--- src/rtl/fetch_sequencer_if.sv ---
// Memory read port and decoder handshake between the fetch sequencer (master)
// and its memory/decoder neighbours (slave).
interface fetch_sequencer_if #(
    parameter int REG_WIDTH  = 8,
    parameter int ADDR_WIDTH = 16
);
    logic [ADDR_WIDTH-1:0] mem_addr;
    logic                  mem_rd;
    logic [REG_WIDTH-1:0]  mem_data;
    logic                  mem_rvalid;
    logic [REG_WIDTH-1:0]  instruction;
    logic [REG_WIDTH-1:0]  operand;
    logic [ADDR_WIDTH-1:0] eff_addr;
    logic                  instruction_ready;
    logic                  instruction_done;

    modport master (
        output mem_addr, mem_rd, instruction, operand, eff_addr, instruction_ready,
        input  mem_data, mem_rvalid, instruction_done
    );

    modport slave (
        input  mem_addr, mem_rd, instruction, operand, eff_addr, instruction_ready,
        output mem_data, mem_rvalid, instruction_done
    );
endinterface

--- src/rtl/fetch_sequencer.sv ---
// Fetch front end: reads opcode and operand bytes, chases zero-page pointers,
// resolves the effective address and hands the instruction to the decoder.
module fetch_sequencer #(
    parameter int                    REG_WIDTH  = 8,
    parameter int                    ADDR_WIDTH = 16,
    parameter logic [ADDR_WIDTH-1:0] RESET_PC   = 16'h0600
) (
    input  logic                  clk,
    input  logic                  reset_n,
    input  logic                  run,
    input  logic [REG_WIDTH-1:0]  x_in,
    input  logic [REG_WIDTH-1:0]  y_in,
    output logic [ADDR_WIDTH-1:0] pc,
    output logic                  fault,
    fetch_sequencer_if.master     bus
);

    typedef enum logic [3:0] {
        IDLE, FETCH_OP, FETCH_LO, FETCH_HI, PTR_LO, PTR_HI, ISSUE, WAIT_DONE, HALT
    } state_e;

    typedef enum logic [3:0] {
        AM_IMPL, AM_IMM, AM_REL, AM_ZPG, AM_ZPX, AM_ABS, AM_ABX, AM_ABY,
        AM_INDX, AM_INDY, AM_ILLEGAL
    } amode_e;

    function automatic amode_e decode_mode(input logic [REG_WIDTH-1:0] op);
        amode_e m;
        m = AM_IMPL;
        if (op[1:0] == 2'b11) begin
            m = AM_ILLEGAL;
        end else if (op[1:0] == 2'b01) begin
            case (op[4:2])
                3'b000:  m = AM_INDX;
                3'b001:  m = AM_ZPG;
                3'b010:  m = AM_IMM;
                3'b011:  m = AM_ABS;
                3'b100:  m = AM_INDY;
                3'b101:  m = AM_ZPX;
                3'b110:  m = AM_ABY;
                default: m = AM_ABX;
            endcase
        end else begin
            // This revision indexes everything in this group with X.
            case (op[4:2])
                3'b000:  m = AM_IMM;
                3'b001:  m = AM_ZPG;
                3'b010:  m = AM_IMPL;
                3'b011:  m = AM_ABS;
                3'b100:  m = AM_REL;
                3'b101:  m = AM_ZPX;
                3'b110:  m = AM_IMPL;
                default: m = AM_ABX;
            endcase
        end
        return m;
    endfunction

    state_e                r_state,       w_state;
    logic [ADDR_WIDTH-1:0] r_pc,          w_pc;
    logic [REG_WIDTH-1:0]  r_instruction, w_instruction;
    logic [REG_WIDTH-1:0]  r_operand,     w_operand;
    logic [ADDR_WIDTH-1:0] r_eff_addr,    w_eff_addr;
    logic                  r_ready,       w_ready;
    logic                  r_fault,       w_fault;
    logic [REG_WIDTH-1:0]  r_lo,          w_lo;
    logic [REG_WIDTH-1:0]  r_ptr,         w_ptr;

    logic                  w_mem_rd;
    logic [ADDR_WIDTH-1:0] w_mem_addr;
    amode_e                w_new_mode;
    amode_e                w_cur_mode;
    logic [REG_WIDTH-1:0]  w_zpx;
    logic [REG_WIDTH-1:0]  w_ptr_next;
    logic [REG_WIDTH-1:0]  w_abs_idx;
    logic [REG_WIDTH-1:0]  w_ind_idx;
    logic [ADDR_WIDTH-1:0] w_abs_sum;
    logic [ADDR_WIDTH-1:0] w_ind_sum;

    assign w_new_mode = decode_mode(bus.mem_data);
    assign w_cur_mode = decode_mode(r_instruction);

    // Byte-wide sums wrap inside the zero page and never carry into the high byte.
    assign w_zpx      = bus.mem_data + x_in;
    assign w_ptr_next = r_ptr + 1'b1;
    assign w_abs_idx  = (w_cur_mode == AM_ABY) ? y_in
                      : (w_cur_mode == AM_ABX) ? x_in : '0;
    assign w_ind_idx  = (w_cur_mode == AM_INDY) ? y_in : '0;
    assign w_abs_sum  = ADDR_WIDTH'({bus.mem_data, r_lo}) + ADDR_WIDTH'(w_abs_idx);
    assign w_ind_sum  = ADDR_WIDTH'({bus.mem_data, r_lo}) + ADDR_WIDTH'(w_ind_idx);

    // NOTE: every signal gets a default before the case so no path leaves one
    // unassigned; otherwise synthesis would infer a latch to hold the old value.
    always_comb begin
        w_state       = r_state;
        w_pc          = r_pc;
        w_instruction = r_instruction;
        w_operand     = r_operand;
        w_eff_addr    = r_eff_addr;
        w_ready       = r_ready;
        w_fault       = r_fault;
        w_lo          = r_lo;
        w_ptr         = r_ptr;
        w_mem_rd      = 1'b0;
        w_mem_addr    = '0;

        case (r_state)
            IDLE: begin
                if (run) w_state = FETCH_OP;
            end
            FETCH_OP: begin
                w_mem_rd   = 1'b1;
                w_mem_addr = r_pc;
                if (bus.mem_rvalid) begin
                    w_instruction = bus.mem_data;
                    w_pc          = r_pc + 1'b1;
                    w_operand     = '0;
                    w_eff_addr    = '0;
                    if (w_new_mode == AM_ILLEGAL) begin
                        w_fault = 1'b1;
                        w_state = HALT;
                    end else if (w_new_mode == AM_IMPL) begin
                        w_state = ISSUE;
                    end else begin
                        w_state = FETCH_LO;
                    end
                end
            end
            FETCH_LO: begin
                w_mem_rd   = 1'b1;
                w_mem_addr = r_pc;
                if (bus.mem_rvalid) begin
                    w_pc    = r_pc + 1'b1;
                    w_lo    = bus.mem_data;
                    w_state = ISSUE;
                    case (w_cur_mode)
                        AM_IMM, AM_REL: w_operand  = bus.mem_data;
                        AM_ZPG:         w_eff_addr = ADDR_WIDTH'(bus.mem_data);
                        AM_ZPX:         w_eff_addr = ADDR_WIDTH'(w_zpx);
                        AM_ABS, AM_ABX, AM_ABY: w_state = FETCH_HI;
                        AM_INDX: begin
                            w_ptr   = w_zpx;
                            w_state = PTR_LO;
                        end
                        AM_INDY: begin
                            w_ptr   = bus.mem_data;
                            w_state = PTR_LO;
                        end
                        default: w_state = ISSUE;
                    endcase
                end
            end
            FETCH_HI: begin
                w_mem_rd   = 1'b1;
                w_mem_addr = r_pc;
                if (bus.mem_rvalid) begin
                    w_pc       = r_pc + 1'b1;
                    w_eff_addr = w_abs_sum;
                    w_state    = ISSUE;
                end
            end
            PTR_LO: begin
                w_mem_rd   = 1'b1;
                w_mem_addr = ADDR_WIDTH'(r_ptr);
                if (bus.mem_rvalid) begin
                    w_lo    = bus.mem_data;
                    w_state = PTR_HI;
                end
            end
            PTR_HI: begin
                w_mem_rd   = 1'b1;
                w_mem_addr = ADDR_WIDTH'(w_ptr_next);
                if (bus.mem_rvalid) begin
                    w_eff_addr = w_ind_sum;
                    w_state    = ISSUE;
                end
            end
            ISSUE: begin
                w_ready = 1'b1;
                w_state = WAIT_DONE;
            end
            WAIT_DONE: begin
                if (bus.instruction_done) begin
                    w_ready = 1'b0;
                    w_state = run ? FETCH_OP : IDLE;
                end
            end
            HALT: begin
                w_state = HALT;
            end
            default: w_state = IDLE;
        endcase
    end

    // NOTE: state registers use non-blocking assignments so every flop samples
    // the pre-edge values regardless of process ordering.
    always_ff @(posedge clk or negedge reset_n) begin
        if (!reset_n) begin
            r_state       <= IDLE;
            r_pc          <= RESET_PC;
            r_instruction <= '0;
            r_operand     <= '0;
            r_eff_addr    <= '0;
            r_ready       <= 1'b0;
            r_fault       <= 1'b0;
            r_lo          <= '0;
            r_ptr         <= '0;
        end else begin
            r_state       <= w_state;
            r_pc          <= w_pc;
            r_instruction <= w_instruction;
            r_operand     <= w_operand;
            r_eff_addr    <= w_eff_addr;
            r_ready       <= w_ready;
            r_fault       <= w_fault;
            r_lo          <= w_lo;
            r_ptr         <= w_ptr;
        end
    end

    // Read request is decoded from state, so reset drops a pending read at once.
    assign bus.mem_rd            = w_mem_rd;
    assign bus.mem_addr          = w_mem_addr;
    assign bus.instruction       = r_instruction;
    assign bus.operand           = r_operand;
    assign bus.eff_addr          = r_eff_addr;
    assign bus.instruction_ready = r_ready;
    assign pc                    = r_pc;
    assign fault                 = r_fault;

endmodule

--- src/flat_wrapper.sv ---
// flat-port wrapper written by rule: the top's interface ports become plain ports
module fetch_sequencer_flat 
#(
    parameter int                    REG_WIDTH  = 8,
    parameter int                    ADDR_WIDTH = 16,
    parameter logic [ADDR_WIDTH-1:0] RESET_PC   = 16'h0600
)
  (clk, reset_n, run, x_in, y_in, pc, fault, bus_mem_addr, bus_mem_rd, bus_instruction, bus_operand, bus_eff_addr, bus_instruction_ready, bus_mem_data, bus_mem_rvalid, bus_instruction_done);
  fetch_sequencer_if #(.REG_WIDTH(REG_WIDTH), .ADDR_WIDTH(ADDR_WIDTH)) bus_i ();
  input  logic clk;
  input  logic reset_n;
  input  logic run;
  input  logic [REG_WIDTH-1:0] x_in;
  input  logic [REG_WIDTH-1:0] y_in;
  output logic [ADDR_WIDTH-1:0] pc;
  output logic fault;
  output wire logic [$bits(bus_i.mem_addr)-1:0] bus_mem_addr;
  output wire logic [$bits(bus_i.mem_rd)-1:0] bus_mem_rd;
  output wire logic [$bits(bus_i.instruction)-1:0] bus_instruction;
  output wire logic [$bits(bus_i.operand)-1:0] bus_operand;
  output wire logic [$bits(bus_i.eff_addr)-1:0] bus_eff_addr;
  output wire logic [$bits(bus_i.instruction_ready)-1:0] bus_instruction_ready;
  input wire logic [$bits(bus_i.mem_data)-1:0] bus_mem_data;
  input wire logic [$bits(bus_i.mem_rvalid)-1:0] bus_mem_rvalid;
  input wire logic [$bits(bus_i.instruction_done)-1:0] bus_instruction_done;
  assign bus_mem_addr = bus_i.mem_addr;
  assign bus_mem_rd = bus_i.mem_rd;
  assign bus_instruction = bus_i.instruction;
  assign bus_operand = bus_i.operand;
  assign bus_eff_addr = bus_i.eff_addr;
  assign bus_instruction_ready = bus_i.instruction_ready;
  assign bus_i.mem_data = bus_mem_data;
  assign bus_i.mem_rvalid = bus_mem_rvalid;
  assign bus_i.instruction_done = bus_instruction_done;
  fetch_sequencer #(.REG_WIDTH(REG_WIDTH), .ADDR_WIDTH(ADDR_WIDTH), .RESET_PC(RESET_PC)) u_core (.clk(clk), .reset_n(reset_n), .run(run), .x_in(x_in), .y_in(y_in), .pc(pc), .fault(fault), .bus(bus_i));
endmodule
--- config.mk ---
export PLATFORM = sky130hd
export DESIGN_NAME = fetch_sequencer_flat
export DESIGN_NICKNAME = d
export VERILOG_FILES = /design/src/rtl/fetch_sequencer_if.sv /design/src/rtl/fetch_sequencer.sv /design/src/flat_wrapper.sv
export SDC_FILE = /design/constraint.sdc
export NUM_CORES = 1
export LEC_CHECK = 0
export ABC_AREA = 1
export BUFFER_PORTS_ARGS = -buffer_cell sky130_fd_sc_hd__clkbuf_2
export CAP_MARGIN = 20
export CORE_MARGIN = 8
export CORE_UTILIZATION = 35
export DETAILED_ROUTE_END_ITERATION = 12
export PLACE_DENSITY = 0.66
export SYNTH_ARGS = -nofsm -noshare
export SYNTH_HDL_FRONTEND = slang
export SYNTH_SLANG_ARGS = --single-unit
--- constraint.sdc ---
create_clock -name clk -period 8.33 [get_ports clk]
set_input_delay 0.4165 -clock clk [delete_from_list [all_inputs] [get_ports clk]]
set_output_delay 0.4165 -clock clk [all_outputs]
set_load 0.005 [all_outputs]
Word level (Yosys, flattened, before mapping)
Index checks and enable logic that the tools add are counted.
{"block": "classes", "reduce_logical": 26, "n_eq_ne": 44, "add_sub_neg": 5, "mux": 37}
{"op": "$mux 16", "n": 4}
{"op": "$pmux 16 s4", "n": 1}
{"op": "$pmux 4 s7", "n": 2}
{"op": "$mux 8", "n": 6}
{"op": "$pmux 16 s3", "n": 1}
{"op": "$mux 4", "n": 11}
{"op": "$pmux 3 s6", "n": 2}
{"op": "$add 16x8->16", "n": 2}
{"op": "$eq 4x3->1 const B", "n": 8}
{"op": "$pmux 16 s2", "n": 1}
{"op": "$pmux 4 s8", "n": 1}
{"op": "$pmux 8 s2", "n": 2}
{"op": "$eq 3x3->1 const B", "n": 6}
{"op": "$add 16x1->16 const B", "n": 1}
{"op": "$eq 4x2->1 const B", "n": 4}
{"op": "$eq 4x4->1 const B", "n": 4}
{"op": "$ne 2x2->1 const B", "n": 8}
{"op": "$eq 3x2->1 const B", "n": 4}
{"op": "$reduce_and 6->1", "n": 2}
{"op": "$reduce_or 2->1", "n": 6}
{"op": "$add 8x1->8 const B", "n": 1}
{"op": "$add 8x8->8", "n": 1}
{"op": "$eq 4x1->1 const B", "n": 2}
{"op": "$logic_not 4->1", "n": 2}
{"op": "other kinds (17)", "n": 30}
{"block": "word_totals", "reg_bits": 70, "inputBits": 29, "out_inout_bits": 67}

Logic depth before layout (Yosys ltp)
Gate-level depths: netlist of the first run.
{"block": "depth", "ltp_word": 11, "depth_mapped": 21, "depth_no_buf": 20}

Least setup slack after synthesis of the first run
No wires, ideal clock.
{"block": "synth_path", "path_kind": "register to register", "startpoint": "reg u_core.r_instruction[2] (netlist: u_core.bus.instruction[2])", "endpoint": "reg u_core.r_eff_addr[12] (netlist: u_core.bus.eff_addr[12])", "path_buffers": 1, "setup_time_ns": 0.117, "arrival_time_ns": 2.736, "path_stages_with_launch": 21, "period_less_slack_ns": 2.853, "path_slack_ns": 5.477, "path_cell_list": "dfrtp_1 > buf_4 > inv_2 > nand2_1 > nor2_1 > nand2_1 > inv_1 > a21oi_1 > o31ai_1 > ha_1 > inv_1 > fa_1 > inv_1 > nand3_1 > nand2_1 > nand3_1 > nand2_1 > nand2_1 > or2_0 > nand3_1 > nand2_1"}
{"block": "synth_via", "elab_chain_len": 11, "word_cells_on_any_way": 27}
{"item": "start, declared", "line_no": "fetch_sequencer.sv:61", "text": "logic [REG_WIDTH-1:0] r_instruction, w_instruction;"}
{"item": "start signal, assigned", "line_no": "fetch_sequencer.sv:211", "text": "r_instruction <= w_instruction;"}
{"item": "$eq 3x2->1 / $eq 3x3->1 (equally long branches)", "line_no": "fetch_sequencer.sv:33, fetch_sequencer.sv:45"}
{"item": "$reduce_or 2->1 (no line)"}
{"item": "$pmux 3 s6", "line_no": "fetch_sequencer.sv:45", "text": "case (op[4:2])"}
{"item": "$mux 4 (*)", "line_no": "fetch_sequencer.sv:32", "text": "end else if (op[1:0] == 2'b01) begin"}
{"item": "$mux 4 (*)", "line_no": "fetch_sequencer.sv:30", "text": "if (op[1:0] == 2'b11) begin"}
{"item": "$eq 4x3->1", "line_no": "fetch_sequencer.sv:87", "text": ": (w_cur_mode == AM_ABX) ? x_in : '0;"}
{"item": "$mux 8", "line_no": "fetch_sequencer.sv:87"}
{"item": "$mux 8", "line_no": "fetch_sequencer.sv:86", "text": "assign w_abs_idx = (w_cur_mode == AM_ABY) ? y_in"}
{"item": "$add 16x8->16", "line_no": "fetch_sequencer.sv:89", "text": "assign w_abs_sum = ADDR_WIDTH'({bus.mem_data, r_lo}) + ADDR_WIDTH'(w_abs_idx);"}
{"item": "$mux 16", "line_no": "fetch_sequencer.sv:156", "text": "if (bus.mem_rvalid) begin"}
{"item": "$pmux 16 s4", "line_no": "fetch_sequencer.sv:107", "text": "case (r_state)"}
{"item": "end signal, assigned", "line_no": "fetch_sequencer.sv:213", "text": "r_eff_addr <= w_eff_addr;"}
{"item": "end, declared", "line_no": "fetch_sequencer.sv:63", "text": "logic [ADDR_WIDTH-1:0] r_eff_addr, w_eff_addr;"}
Mark *: on every way between the ends. The rest lies on a longest branch, timed or not. The select of a mux whose other input is x is not followed.
A chain may end at the register's enable or synchronous reset.

Final worst setup path of the first run
{"block": "layout_path", "startpoint": "reg u_core.r_instruction[4] (netlist: u_core.bus.instruction[4])", "endpoint": "reg u_core.r_eff_addr[12] (netlist: u_core.bus.eff_addr[12])"}
Same word-level chain as after synthesis.

==> results.md, run 1 <==
* Pwr dens at 333 mW/mm^2
* # IOs at 96
* Slew @ Worst Pin at between 0.9 and 1 ns
* Max-slew violations at 0
* Most used cell, CP: nand2_1
* Post-Syn Nets at 738
* Total power at 1980 uW
* Via count at 4862
* Sw power at 881 uW
* Leakage power at 0.00317 uW
* Synth async-reset ratio at 100%
* Maximum capacitance violations at 0
* Final WL at between 15000 and 20000 microns
* Slew HR at 39.4%
* Mean post-synth cell area at 7.26 sq um
* Syn Std Cell Area at roughly 0.005 sq mm
* Max incr delay on CP at 0.46 ns
* Vias/cell at ~5.0
* H-tree depth at 3
* Post-synth top cells: 191 x nand2_1, 71 x inv_1, 68 x dfrtp_1, 68 x nand3_1, 58 x nor2_1
* Crit path max fanout at 13
* Fin crit share at 39.4%
* Core Region at 0.0139 sq mm
* CTS sink cnt at 70
* Status: finished clean
* Post-detail-place hpwl at roughly 12000 microns
* ANT cells at 0
* Crit path time final at 3.28 ns
* Count of final hold-check violations at 0
* Combinational Power Share at 49.2%
* DIE AREA at 0.0183 sq mm
* GRT overflow at 0
* CTS Buffer Depth at 2
* CP Capture Type: flip-flop
* Clock transition at path regs at roughly 0.060 ns
* Hold WS at 0.203 ns
* Clock Skew at 0.00707 ns
* Final Setup Violations at 0
* Fmax at 305 MHz
* Layout net count at slightly above 800
* Number of synthesized flops with an enable pin at 0
* Total negative setup slack at 0 ns
* WL/cell at around 16 microns
* Layout cells sized above 1 at 19.4%
* Flop pwr share at 29.3%
* RSZ-0062 raised after global routing: no
* Worst Path Required at around 8.6 ns
* VDD IR-drop max at 128 uV
* Detailed-route DRC error count at 0
* DR pass1 iterations at 5
* Postcts setup bufs at 0
* Cts bufs inserted at 9
* Vias in the first global route at 4745
* Worst path arrival time at 3.52 ns
* Clock group share of total power at 21.5%
* Primary FF master, synth: dfrtp_1
* Synth top area cells: dfrtp_1 34%, nand2_1 14%, nand3_1 6.8%
* Synth warn at 0
* Initial antenna violation count at 0
* Largest net degree at the start of global routing at between 70 and 80
* Root Buffer: clkbuf_16
* Syn Inst Count at around 690
* CP Class: reg -> reg
* CP startpoint kind: flip-flop
* Site row count at 43
* Global-route wire length before repair at 25000 microns
* Clock latency at the later pin of the worst-skew pair at 0.35 ns
* Worst Hold Class: in -> async
* Number of DRC markers in iteration 0 at 278
* CP Cell Sequence: inv_1 -> nand2_1 -> nand3_1 -> a21oi_2 -> nand2_2 -> nor2_4 -> nand2_1 -> o31ai_1 -> ha_1 -> inv_1 -> fa_1 -> inv_1 -> nand3_1 -> nand2_1 -> nand3_1 -> nand2_1 -> nand2_1 -> or2_0 -> nand3_1 -> nand2_1
* Seq/Total Area, Yosys at 35.1%
* Die Span Y at roughly 140 microns
* I/O Buffers at 95
* Area delta synth->final at 18.9%
* DIE WIDTH at 135 microns
* Gr usage total at between 15 and 20%
* Count leader, synth: nand2_1
* Post-synth top area share at 34.1%
* Switch share at around 45%
* CTS tree: done
* Remaining antenna violation count at 0
* Post-CTS sizing at 0
* CP max-delay cell: dfrtp_1
* CTS Hold Bufs at 0
* Internal power at 1100 uW
* Post-synth top area cell: dfrtp_1
* Starting Density at 35.8%
* Routability cong. at 0.991
* FF+latch count, synth at 70
* Synth cell types at 49
per-stage QoR:
| stage | area, sq um | utilization, % | setup WS (ns) | cells |
|---|---|---|---|---|
| 2_1_floorplan | 4990 | - | 5.48 | 688 |
| 6_report | 5940 | 42.6 | 5.05 | 964 |
| 5_1_grt | 5940 | 42.6 | 4.66 | 964 |
| 3_5_place_dp | 5610 | 40.3 | 5.12 | 948 |
| 3_3_place_gp | 5610 | 40.3 | 5.22 | 948 |
| 4_1_cts | 5940 | 42.6 | 5.09 | 964 |
path summary, 6_finish.rpt:
check	startpoint	end	slack (ns)	depth (start not counted)
hold reg to reg	u_core.bus.operand[2]$_DFFE_PN0P_	u_core.bus.operand[2]$_DFFE_PN0P_	0.47	2
max in group asynchronous	reset_n	u_core.bus.eff_addr[14]$_DFFE_PN0P_	7.53	1
setup / recovery	u_core.bus.instruction[4]$_DFFE_PN0P_	u_core.bus.eff_addr[12]$_DFFE_PN0P_	5.05	20
hold / removal	reset_n	u_core.fault$_DFFE_PN0P_	0.20	1
setup reg to reg	u_core.bus.instruction[4]$_DFFE_PN0P_	u_core.bus.eff_addr[12]$_DFFE_PN0P_	5.05	20
min in group clk	bus_mem_data[6]	u_core.bus.operand[6]$_DFFE_PN0P_	0.38	3
placed cells by master (no fill, tap or decap), types with 3 or more instances in the layout:
cell / n
a21oi_1: 32
a22oi_1: 5
clkbuf_16: 9
clkbuf_2: 94
dfrtp_1: 68
ha_1: 19
inv_1: 71
inv_2: 11
nand2_1: 191
nand2_4: 3
nand3_1: 68
nand3_2: 4
nand3b_1: 3
nand4_1: 14
nor2_1: 58
nor2_4: 3
nor2_8: 3
nor3_1: 8
o211ai_1: 4
o21ai_0: 35
o21ai_1: 8
o221ai_1: 5
o22ai_1: 4
o31ai_1: 3
xnor2_1: 5
xor2_1: 20
critical path, delay by kind of cell, from the launching register on:
| kind | cells | cell delay [ns] |
|---|---|---|
| and+or+nand+nor | 13 | 1.51 |
| AOI/OAI and AO/OA | 2 | 0.25 |
| adders and majority gates | 2 | 0.64 |
| buffers and inverters | 3 | 0.30 |
| DFF | 1 | 0.46 |
power groups by stage:
stage	logic (uW)	clock network, uW	registers, uW
global placement	976	0	582
floorplan	669	0	567
global route	1110	452	599
detailed placement	977	0	586
finish	974	425	580
CTS	984	438	580
registers in the layout (all words and copies together) (netlist names):
name and flops:
u_core.bus.eff_addr 16, u_core.r_state 4, u_core.r_ptr 8, u_core.pc 16
u_core.bus.instruction_ready 1, u_core.r_lo 8, u_core.bus.operand 8, u_core.fault 1
u_core.bus.instruction 8
kinds of logic after synthesis:
| group | share of synthesized area (%) |
|---|---|
| AND/OR/NAND/NOR | 34.5 |
| AO/OA/AOI/OAI | 12.3 |
| buffers and inverters | 8.17 |
| flip-flops | 35.1 |
| XOR/XNOR | 4.38 |
| adder cells (fa/ha/maj) | 5.56 |
metal layers:
metal	vias to the layer above	wire length, microns	track usage (%)
li1	2450	-	-
met1	2180	6690	21.3
met2	199	6930	28.0
met3	33	1450	5.79
met4	0	453	6.42
met5	-	0	0
cell type report:
| class | count | area (sq um) |
|---|---|---|
| fillers | 1461 | 8000 |
| repair buffers | 95 | 478 |
| flip-flops and latches | 70 | 1750 |
| clock inverters | 3 | 67.6 |
| inverters | 84 | 320 |
| well taps | 180 | 225 |
| clock buffers | 13 | 260 |
| multi-input cells | 519 | 2830 |
(Power assumes the default switching activity.)
==> inputs of run 2 (changes only) <==
Clock period 8.33 ns to 3.35 ns, I/O delays scaled along.
==> run 2 against run 1 <==
The run now ends with hold timing left. Non-clock buffer count up 2. Register-to-register slack got worse by 4.8 ns. Utilization increased by 0.099 points. Cell count increased by 0.21%. Maximum frequency grew 6.8%. Critical path depth unchanged. Worst hold slack got worse by 0.25 ns. Sequential power increased by 150%. Cell area up 0.23%. Clock power up 140%. Via count rose by 0.84%. Critical path type unchanged. Critical endpoint unchanged. Largest cell class unchanged. Highest routed layer unchanged.
==> results.md, run 2 (synthesis gave the netlist of run 1 again) <==
* Status: finished, violations left
* Failing checks: hold timing
* Fin crit share at 91.7% (+52 points)
* Vias/cell at 5.08 (+0.63%)
* Most common cell after layout, fill and taps aside: nand2_1
* Worst Path Required at 3.59 ns (-4.98 ns)
* Site row count at 43 (unchanged)
* Number of DRC markers in iteration 0 at 376 (+35%)
* Via count at 4903 (+0.84%)
* Clock transition at path regs at 0.06 ns (about the same)
* Root Buffer: clkbuf_16
* RSZ-0062 raised after global routing: no
* Cts bufs inserted at 9 (unchanged)
* Gr usage total at 17.9% (+0.50 points)
* Final Setup Violations at 0 (unchanged)
* Crit path time final at 3.07 ns (-0.210 ns)
* GRT overflow at 0 (unchanged)
* Count of final hold-check violations at 46 (+46)
* CP Class: reg -> reg
* Leakage power at 0.00317 uW (about the same)
* Worst setup endpoint: u_core.bus.eff_addr[12]$_DFFE_PN0P_
* Postcts setup bufs at 0 (unchanged)
* DIE AREA at 0.0183 sq mm (unchanged)
* Worst Hold Class: in -> async
* Vias in the first global route at 4859 (+2.4%)
* Maximum capacitance violations at 0 (unchanged)
* Core Region at 0.0139 sq mm (unchanged)
* R2R cell count at 20 (unchanged)
* Post-detail-place hpwl at 12300 microns (+0.45%)
* Final WL at 15800 microns (+1.8%)
* Layout cells sized above 1 at 20.5% (+1.1 points)
* RR Endpoint: u_core.bus.eff_addr[12]$_DFFE_PN0P_
* Clock latency at the later pin of the worst-skew pair at 0.35 ns (about the same)
* Most frequent cells in the layout: 191 x nand2_1, 94 x clkbuf_2, 70 x inv_1
* Die Span Y at 135 microns (unchanged)
* Slew HR at 38.0% (-1.4 points)
* Worst path arrival time at 3.32 ns (-0.20 ns)
* Starting Density at 35.8% (unchanged)
* Crit path max fanout at 8 (-5)
* Hold WS at -0.0456 ns (-0.249 ns)
* Global-route wire length before repair at 25800 microns (+3.0%)
* WL/cell at 16.4 microns (+1.6%)
* Pwr dens at 828 mW/mm^2 (+150%)
* Routability cong. at 0.963 (-2.8%)
* Clock Skew at 0.00890 ns (+0.00182 ns)
* Max-slew violations at 0 (unchanged)
* Area delta synth->final at 19.2%
* Fill count at 1472 (+0.75%)
* DIE WIDTH at 135 microns (unchanged)
* CP startpoint kind: flip-flop
* # IOs at 96 (unchanged)
* DR pass1 iterations at 5 (unchanged)
* Layout net count at 831 (+0.24%)
* Slew @ Worst Pin at 0.930 ns (+0.0203 ns)
* CTS Buffer Depth at 2 (unchanged)
* I/O Buffers at 95 (unchanged)
* Setup slack, reg-to-reg at 0.28 ns (-4.77 ns)
* Fmax at 325 MHz (+6.8%)
* Detailed-route DRC error count at 0 (unchanged)
* CP startpoint: u_core.bus.instruction[4]$_DFFE_PN0P_
* VDD IR-drop max at 285 uV (+120%)
* Largest net degree at the start of global routing at 71 (unchanged)
* Final core utilization at 42.7% (+0.099 points)
* ANT cells at 0 (unchanged)
* H-tree depth at 3 (unchanged)
* CTS tree: done
* CP Capture Type: flip-flop
* Initial antenna violation count at 0 (unchanged)
* Remaining antenna violation count at 0 (unchanged)
* Worst reg2reg path startpoint: u_core.bus.instruction[4]$_DFFE_PN0P_
* Total negative setup slack at 0 ns (unchanged)
* CTS sink cnt at 70 (unchanged)
## run 2: worst min-delay path by stage
| stage | from | to | slack, ns | cells after the start |
|---|---|---|---|---|
| floorplan | reset_n | u_core.bus.eff_addr[0]$_DFFE_PN0P_ | -0.13 | 0 |
| finish | reset_n | u_core.bus.eff_addr[12]$_DFFE_PN0P_ | -0.05 | 1 |
| CTS | reset_n | u_core.pc[6]$_DFFE_PN0P_ | 0.003 | 1 |
| detailed placement | reset_n | u_core.bus.instruction_ready$_DFFE_PN0P_ | 0.38 | 1 |
| global route | reset_n | u_core.r_lo[2]$_DFFE_PN0P_ | 0.04 | 1 |
| global placement | reset_n | u_core.fault$_DFFE_PN0P_ | 0.36 | 1 |
## run 2: layout make-up
type | instances | area, sq um | share of cell area [%]
clock inverter | 6 | 86.3 | 1.45
sequential | 70 | 1760 | 29.5
multi-input combinational | 519 | 2840 | 47.7
clock buffer | 10 | 229 | 3.85
tap | 180 | 225 | 3.78
inverter | 84 | 320 | 5.38
timing repair buffer | 97 | 493 | 8.28
## run 2: power breakdown
part	internal, uW	leakage [uW]	switching, uW	total [uW]
sequential	1170	0.000847	276	1450
combinational	878	0.00217	1580	2450
clock	650	0.000152	380	1030
## run 2: metal layers
layer / vias to the layer above / part of all wire [%] / GRT usage [%]
li1: 2466 / - / -
met1: 2226 / 43 / 22.1
met2: 190 / 45 / 28.0
met3: 21 / 9.1 / 5.82
met4: 0 / 2.4 / 7.96
met5: - / 0 / 0
## run 2: critical path, cell delays in order (launching register included)
cell and delay, ns:
dfrtp_2 0.44, inv_1 0.12, nand2_1 0.11, nand3_1 0.10, a21oi_2 0.19, nand2_2 0.09, nor2_4 0.19, nand2_1 0.08
o31ai_1 0.08, ha_1 0.24, inv_1 0.06, fa_1 0.39, inv_1 0.09, nand3_1 0.06, nand2_1 0.11, nand3_1 0.07
nand2_1 0.10, nand2_1 0.09, or2_0 0.22, nand3_1 0.09, nand2_1 0.05
## run 2: what timing repair did
item,CTS,global route
gates resized for setup,0,6
hold buffers,0,0
endpoints found under the hold margin,0,0
setup endpoints to repair,0,1
## run 2: through the flow
step | cell area, sq um | std cells | setup slack (ns) | total power, uW | hold WS [ns]
after floorplan | 4990 | 688 | 0.497 | 3070 | -0.128
after global placement | 5630 | 950 | 0.328 | 3880 | 0.363
after detailed placement | 5630 | 950 | 0.246 | 3900 | 0.377
after CTS | 5940 | 966 | 0.248 | 4970 | 0.00333
after global routing | 5950 | 966 | 0.0123 | 5370 | 0.0437
final | 5950 | 966 | 0.278 | 4930 | -0.0456
==> inputs of run 3 (changes only) <==
--- a/config.mk
+++ b/config.mk
@@ -7,10 +7,12 @@
 export LEC_CHECK = 0
 export ABC_AREA = 1
-export BUFFER_PORTS_ARGS = -buffer_cell sky130_fd_sc_hd__clkbuf_2
 export CAP_MARGIN = 20
+export CELL_PAD_IN_SITES_DETAIL_PLACEMENT = 2
+export CELL_PAD_IN_SITES_GLOBAL_PLACEMENT = 2
 export CORE_MARGIN = 8
 export CORE_UTILIZATION = 35
 export DETAILED_ROUTE_END_ITERATION = 12
-export PLACE_DENSITY = 0.66
+export DONT_BUFFER_PORTS = 1
+export PLACE_DENSITY = 0.89
 export SYNTH_ARGS = -nofsm -noshare
 export SYNTH_HDL_FRONTEND = slang
==> constraint.sdc (replaced) <==
create_clock -name clk -period 3.35 [get_ports clk]
set_input_delay 0.1675 -clock clk [delete_from_list [all_inputs] [get_ports clk]]
set_output_delay 0.1675 -clock clk [all_outputs]
set_load 0.05 [all_outputs]
==> run 3 against run 2 <==
Clock skew increased by 0.0040 ns. Utilization decreased by 1.8 points. The run now ends clean. Combinational power rose by 25%. Worst setup slack worse by 0.10 ns. Critical path depth fell by 1. Highest routed layer unchanged. Global-route usage is 5.7 points higher.
==> results.md, run 3 (synthesis gave the netlist of run 1 again) <==
* Site row count at 43 (unchanged)
* Total negative setup slack at 0 ns (unchanged)
* CTS sink cnt at 70 (unchanged)
* Worst path arrival time at 3.46 ns (+0.14 ns)
* Worst Hold Class: in -> reg
* Post-detail-place hpwl at 15800 microns (+29%)
* DIE WIDTH at 135 microns (unchanged)
* Most common cell after layout, fill and taps aside: nand2_1
* Number of DRC markers in iteration 0 at 219 (-42%)
* Pwr dens at 1070 mW/mm^2 (+29%)
* ANT cells at 0 (unchanged)
* Count of final hold-check violations at 0 (-100%)
* Leakage power at 0.00288 uW (-9.1%)
* Global-route wire length before repair at 32900 microns (+28%)
* DR pass1 iterations at 4 (-1)
* Via count at 5021 (+2.4%)
* Status: finished clean
* Slew @ Worst Pin at 0.943 ns (+0.0127 ns)
* CTS Buffer Depth at 2 (unchanged)
* CTS tree: done
* Initial antenna violation count at 0 (unchanged)
* CP Capture Type: flip-flop
* Worst Path Required at 3.64 ns (+0.05 ns)
* Fmax at 315 MHz (-3.2%)
* Crit path max fanout at 7 (-1)
* Maximum capacitance violations at 0 (unchanged)
* Max-slew violations at 0 (unchanged)
* Total power at 6090 uW (+24%)
* Root Buffer: clkbuf_16
* Die Span Y at 135 microns (unchanged)
* Area delta synth->final at 14.1%
* GRT overflow at 0 (unchanged)
* Layout net count at 762 (-8.3%)
* Gr usage total at 23.7% (+5.7 points)
* H-tree depth at 3 (unchanged)
* Core Region at 0.0139 sq mm (unchanged)
* Final WL at 21400 microns (+35%)
* CP Class: reg -> reg
* Detailed-route DRC error count at 0 (unchanged)
* # IOs at 96 (unchanged)
* Routability cong. at 0.940 (-2.4%)
* Largest net degree at the start of global routing at 71 (unchanged)
* Slew HR at 36.9% (-1.1 points)
* Most frequent cells in the layout: 190 x nand2_1, 70 x inv_1, 67 x nand3_1, 67 x dfrtp_1, 57 x nor2_1
* Remaining antenna violation count at 0 (unchanged)
* Clock latency at the later pin of the worst-skew pair at 0.36 ns (about the same)
* Vias/cell at 5.60 (+10%)
* DIE AREA at 0.0183 sq mm (unchanged)
* Layout cells sized above 1 at 12.0% (-8.5 points)
* Crit path time final at 3.17 ns (+0.100 ns)
* I/O Buffers at 0 (-100%)
* Final Setup Violations at 0 (unchanged)
* WL/cell at 23.8 microns (+46%)
* CP startpoint kind: flip-flop
* Vias in the first global route at 5614 (+16%)
* Clock transition at path regs at 0.07 ns (about the same)
* Starting Density at 35.8% (unchanged)
* VDD IR-drop max at 347 uV (+22%)
* Cts bufs inserted at 9 (unchanged)
* Fin crit share at 94.7% (+3.0 points)
* Clock Skew at 0.0129 ns (+0.00401 ns)
-- run 3: cell count changes in the layout (fill, tap and decap cells not counted), sizes merged --
cell and delta:
clkbuf -95, buf +15, dlygate4sd3 +10, inv +5, clkinv -3, bufinv -2, clkinvlp +1
-- run 3: critical path, stage by stage (launching register included) --
cell and delay, ns:
dfrtp_1 0.39, buf_4 0.20, nand2_2 0.15, inv_1 0.08, a21oi_2 0.14, nand2_2 0.10
nor2_4 0.12, buf_4 0.16, nand2_1 0.06, o21ai_0 0.14, ha_1 0.39, a21oi_1 0.27
nand2_1 0.20, nand2_1 0.13, nand2_1 0.08, nand2_1 0.11, nand2_1 0.10, nor2_1 0.11
a21oi_1 0.07, nand2_1 0.11
-- run 3: final timing paths --
check                                                           start                                     to  slack [ns]  cells past startpoint
worst max-delay path            u_core.bus.instruction[0]$_DFFE_PN0P_     u_core.bus.eff_addr[7]$_DFFE_PN0P_        0.18                     19
worst min-delay path                                  bus_mem_data[7]    u_core.bus.eff_addr[15]$_DFFE_PN0P_        0.02                      3
worst max register to register  u_core.bus.instruction[0]$_DFFE_PN0P_     u_core.bus.eff_addr[7]$_DFFE_PN0P_        0.18                     19
worst min register to register            u_core.r_ptr[7]$_DFFE_PN0P_            u_core.r_ptr[7]$_DFFE_PN0P_        0.52                      2
max in group asynchronous                                     reset_n  u_core.bus.instruction[3]$_DFFE_PN0P_        2.63                      2
min in group asynchronous                                     reset_n               u_core.pc[5]$_DFFE_PN0P_        0.38                      2
-- run 3: area by class of cell --
cell class / count / area [sq um]
multi-input combinational: 519 / 2860
inverter: 84 / 320
timing repair buffer: 28 / 255
clock buffer: 9 / 225
clock inverter: 7 / 61.3
sequential: 70 / 1760
tap: 180 / 225
fill: 1637 / 8240
-- run 3: repair_timing --
action	4_1_cts	5_1_grt
hold buffers	10	1
endpoints found under the setup margin	1	4
hold endpoints to repair	86	1
gates cloned	0	0
pin swaps	0	2
gates resized for setup	1	8
buffers inserted	0	1
-- run 3: power by group --
group / internal [uW] / leakage, uW / switching, uW / total, uW
clock: 517 / 0.000135 / 432 / 949
sequential: 1150 / 0.000849 / 931 / 2080
combinational: 812 / 0.00190 / 2240 / 3060
total: 2480 / 0.00288 / 3610 / 6090
-- run 3: layer usage --
layer / global-route usage, % / vias to the layer above / part of all wire, %
li1: - / 2310 / -
met4: 13.6 / 0 / 4.9
met5: 1.39 / - / 0
met1: 25.5 / 2508 / 38
met3: 5.42 / 58 / 6.4
met2: 41.7 / 145 / 51
-- run 3: per-stage QoR --
stage | worst slack (ns) | hold WS, ns | area, sq um | cells | utilization [%]
6_report | 0.177 | 0.0224 | 5700 | 897 | 40.9
3_5_place_dp | -0.0189 | -0.125 | 5250 | 869 | 37.7
3_3_place_gp | 0.262 | -0.124 | 5250 | 869 | 37.7
5_1_grt | -0.00355 | 0.0187 | 5700 | 897 | 40.9
2_1_floorplan | 0.180 | -0.128 | 4990 | 688 | -
4_1_cts | 0.0260 | 0.00101 | 5660 | 895 | 40.6
